[config.mk]
export PLATFORM = sky130hd
export DESIGN_NAME = output_conditioner
export DESIGN_NICKNAME = d
export VERILOG_FILES = /design/src/rtl/output_conditioner.sv
export SDC_FILE = /design/constraint.sdc
export NUM_CORES = 1
export LEC_CHECK = 0
export ABC_AREA = 1
export CELL_PAD_IN_SITES_DETAIL_PLACEMENT = 1
export CELL_PAD_IN_SITES_GLOBAL_PLACEMENT = 1
export CORE_MARGIN = 4
export CORE_UTILIZATION = 36
export CTS_CLUSTER_SIZE = 24
export DETAILED_ROUTE_END_ITERATION = 12
export PLACE_DENSITY = 0.7
export SYNTH_ARGS = -nofsm -noshare
export SYNTH_HDL_FRONTEND = slang
export SYNTH_SLANG_ARGS = --single-unit
[constraint.sdc]
create_clock -name clk -period 1.4 [get_ports clk]
set_input_delay 0.28 -clock clk [delete_from_list [all_inputs] [get_ports clk]]
set_output_delay 0.28 -clock clk [all_outputs]
set_load 0.005 [all_outputs]
[src/rtl/output_conditioner.sv]
// Conditions single-cycle raise/lower requests into a registered output pin that holds
// each level for at least holdtime cycles; edges and discarded requests pulse for 1 clk.
module output_conditioner #(
    parameter int unsigned counterwidth = 3,
    parameter int unsigned holdtime     = 3,
    parameter logic        resetlevel   = 1'b0
) (
    input  logic clk,
    input  logic reset,
    input  logic raise,
    input  logic lower,
    output logic pin,
    output logic busy,
    output logic positiveedge,
    output logic negativeedge,
    output logic dropped
);

    typedef enum logic {StSteady, StHold} state_e;

    localparam logic [counterwidth-1:0] HoldLast = counterwidth'(holdtime - 1);

    state_e                  r_state, w_state_next;
    logic [counterwidth-1:0] r_count, w_count_next;
    logic                    r_pend_valid, w_pend_valid_next;
    logic                    r_pend_level, w_pend_level_next;
    logic                    r_pin, w_pin_next;
    logic                    r_pos, w_pos_next;
    logic                    r_neg, w_neg_next;
    logic                    r_drop, w_drop_next;

    logic w_req, w_target, w_expired, w_go, w_eff_level;

    assign w_req     = raise ^ lower;
    assign w_target  = raise;
    assign w_expired = (r_count == HoldLast);

    always_comb begin
        w_state_next      = r_state;
        w_count_next      = r_count;
        w_pend_valid_next = r_pend_valid;
        w_pend_level_next = r_pend_level;
        w_pin_next        = r_pin;
        w_pos_next        = 1'b0;
        w_neg_next        = 1'b0;
        w_drop_next       = raise & lower;
        w_go              = 1'b0;
        w_eff_level       = w_target;

        unique case (r_state)
            StSteady: begin
                w_go = w_req && (w_target != r_pin);
            end
            StHold: begin
                if (!w_expired) begin
                    w_count_next = r_count + 1'b1;
                    if (w_req) begin
                        if (r_pend_valid && (r_pend_level != w_target)) begin
                            w_drop_next = 1'b1;
                        end
                        w_pend_valid_next = 1'b1;
                        w_pend_level_next = w_target;
                    end
                end else begin
                    // Expiry: a same-cycle request beats the pending one.
                    w_pend_valid_next = 1'b0;
                    w_eff_level       = w_req ? w_target : r_pend_level;
                    if (w_req && r_pend_valid && (r_pend_level != w_target)) begin
                        w_drop_next = 1'b1;
                    end
                    w_go = (w_req || r_pend_valid) && (w_eff_level != r_pin);
                    if (!w_go) begin
                        w_state_next = StSteady;
                        w_count_next = '0;
                    end
                end
            end
            default: w_state_next = StSteady;
        endcase

        if (w_go) begin
            w_pin_next   = w_eff_level;
            w_pos_next   = w_eff_level;
            w_neg_next   = ~w_eff_level;
            w_count_next = '0;
            w_state_next = StHold;
        end
    end

    always_ff @(posedge clk or posedge reset) begin
        if (reset) begin
            r_state      <= StSteady;
            r_count      <= '0;
            r_pend_valid <= 1'b0;
            r_pend_level <= 1'b0;
            r_pin        <= resetlevel;
            r_pos        <= 1'b0;
            r_neg        <= 1'b0;
            r_drop       <= 1'b0;
        end else begin
            r_state      <= w_state_next;
            r_count      <= w_count_next;
            r_pend_valid <= w_pend_valid_next;
            r_pend_level <= w_pend_level_next;
            r_pin        <= w_pin_next;
            r_pos        <= w_pos_next;
            r_neg        <= w_neg_next;
            r_drop       <= w_drop_next;
        end
    end

    assign pin          = r_pin;
    assign busy         = (r_state == StHold);
    assign positiveedge = r_pos;
    assign negativeedge = r_neg;
    assign dropped      = r_drop;

endmodule

==> results.cfg <==
[place]
gp_congestion = 0.784
numPortBuffers = 8
dp_hpwl_mm = 1.22
dpl.cell_count = 111

[worst_setup_path]
cpPeakStageDelay_ps = 500
slowest_stage = clkdlybuf4s50_1
crit_path_start_kind = flip-flop
cp_num_buf_inv = 1
crit_chain = clkdlybuf4s50_1
worst_ep_arrival_time_ps = 1080
worstPathMaxFanout = 1
crit_required_ps = 1120
critPathTopFamily = buffers and inverters
endpoint_kind = primary output
crit_type = flip-flop to primary output

[routing]
via_per_inst = 4.99
wire_per_inst_um = 13.0
top_layer_used = met4
ant_nets = 0
drt_iter0_drc = 10
post-route-drc-count = 0
firstDrtPassIters = 3
wl_met1_um = 775
met2_length_um = 682
vias = 574
wirelength_mm = 1.49
wl_met3_um = 21

[min_path]
min_path_type = primary input to asynchronous set/reset pin

[timing]
finalSetupViolCount = 0
clock-skew-final_ps = 2.58
worstMarginPinSlew_ps = 379
relSlewSlack = 0.747
final.period_utilization = 0.969
rsz0062_at_grt = no
hold_viol = 0
finalCriticalPeriod_ps = 1360
slew_viol_final = 0
max_freq_mhz = 737

[finish]
drive_gt1_frac = 0.283
diodes = 0
final_util = 0.525
fin_nets = 106
mostFrequentLayoutCells = nand2_1 (26), inv_1 (11), dfrtp_1 (10)
final_cells = 115
area_delta_synth_final_pct = 34.2
final_common_cell = nand2_1

[logic_synthesis]
syn_area_um2 = 603
synth_cell_types = 16
synth.yosys.seq_area_share = 0.415
syn_inst = 81
synth.top_cells.by_area = dfrtp_1 (41%), nand2_1 (17%), inv_1 (7.5%)
ys_seq_elements = 10
ys_warn_count = 0
synth_top_area_cell = dfrtp_1
mappedNetlistNets = 86
avgSynthCellArea_um2 = 7.45
synth_top_area_share = 0.415

[pwr]
switching_share = 0.450
seq_power_share = 0.293
clockPowerShare = 0.106
ir_worst_vdd_mv = 0.924
power.density_mw_per_mm2 = 2100
power_frac_comb = 0.601
leakagePower_nw = 0.451
p_sw_mw = 0.765
p_int_mw = 0.937

[grt]
gr-total-overflow = 0
grt_start_max_net_pins = 11
antenna_found_initial = 0
grt_pass1_wl_mm = 2.60
grt_pass1_vias = 609
track_usage = 0.136

[floorplanning]
ios = 9
die_h_um = 48.9
dieArea_mm2 = 0.00239
fp-row-count = 14
die_w_um = 48.9
core_area_mm2 = 0.00154
start_util = 0.391

[outcome]
outcome = complete, no violations

[clocking]
clk_latency_ps = 250
h-tree-depth = 1
path_clk_slew_ps = 60
cts_root_buf = clkbuf_4
clock_path_buffers = 2
cts_sinks = 10
cts_tree = done
cts-buffers-inserted = 3

[flow_run]
cap_violations = 0
==> kinds of logic after synthesis <==
family,synth area share
AO/OA/AOI/OAI,0.0560
buffers and inverters,0.0809
flip-flops,0.415
adder cells (fa/ha/maj),0.0207
AND/OR/NAND/NOR,0.427
==> Yosys cell counts (all sizes together) <==
cell type,instances
ha,1
nand2,31
nor2,10
a31o,1
dfrtp,10
inv,13
o21ai,3
a21oi,2
nand3,9
nand4,1
==> power groups by stage <==
stage | clock network (mW) | registers, mW | logic (mW)
after floorplan | 0 | 0.524 | 0.595
after CTS | 0.191 | 0.498 | 1.03
after global placement | 0 | 0.509 | 0.928
final | 0.180 | 0.499 | 1.02
after detailed placement | 0 | 0.511 | 0.965
after global routing | 0.210 | 0.511 | 1.15
==> worst paths after layout <==
path | start | slack [ps] | cells after the start | end
worst max register to register | pin | 110 | 9 | r_count[2]
worst min-delay path | reset | 300 | 2 | pin
max in group asynchronous | reset | 820 | 2 | r_pend_level
worst min register to register | r_count[0] | 530 | 2 | r_count[0]
worst max-delay path | negativeedge | 40 | 1 | negativeedge
min in group clk | r_count[0] | 530 | 2 | r_count[0]
==> what timing repair did <==
item,CTS,global route
setup buffers,1,0
pin swaps,2,0
setup endpoints to repair,9,3
hold buffers,0,0
gates resized for setup,10,3
==> routing by layer <==
layer,global-route usage,vias to the layer above
met5,0,-
met4,0.0538,0
met3,0.00917,2
met2,0.217,8
met1,0.189,276
li1,-,288
==> sequential cells by signal, summed over array words and instances (netlist names) <==
| register | cells |
|---|---|
| negativeedge | 1 |
| dropped | 1 |
| r_count | 3 |
| pin | 1 |
| r_pend_level | 1 |
| r_pend_valid | 1 |
| positiveedge | 1 |
| busy | 1 |
==> per-stage QoR <==
stage	instance area [um^2]	hold WS [ps]	TNS (ps)	setup slack, ps	power [mW]
after floorplan	603	120	0	147	1.12
after global placement	748	503	-3000	-370	1.44
after detailed placement	748	521	-3150	-401	1.48
after CTS	802	310	0	17.0	1.72
after global routing	810	334	0	7.57	1.87
final	810	305	0	44.0	1.70
==> layout make-up <==
type                       count  area, um^2
fill                         191         732
inverter                      13        48.8
tap                           16        20.0
timing repair buffer          15         134
sequential                    10         250
multi-input combinational     58         334
clock buffer                   3        22.5
Note: power is estimated with default switching activity, not from simulation.
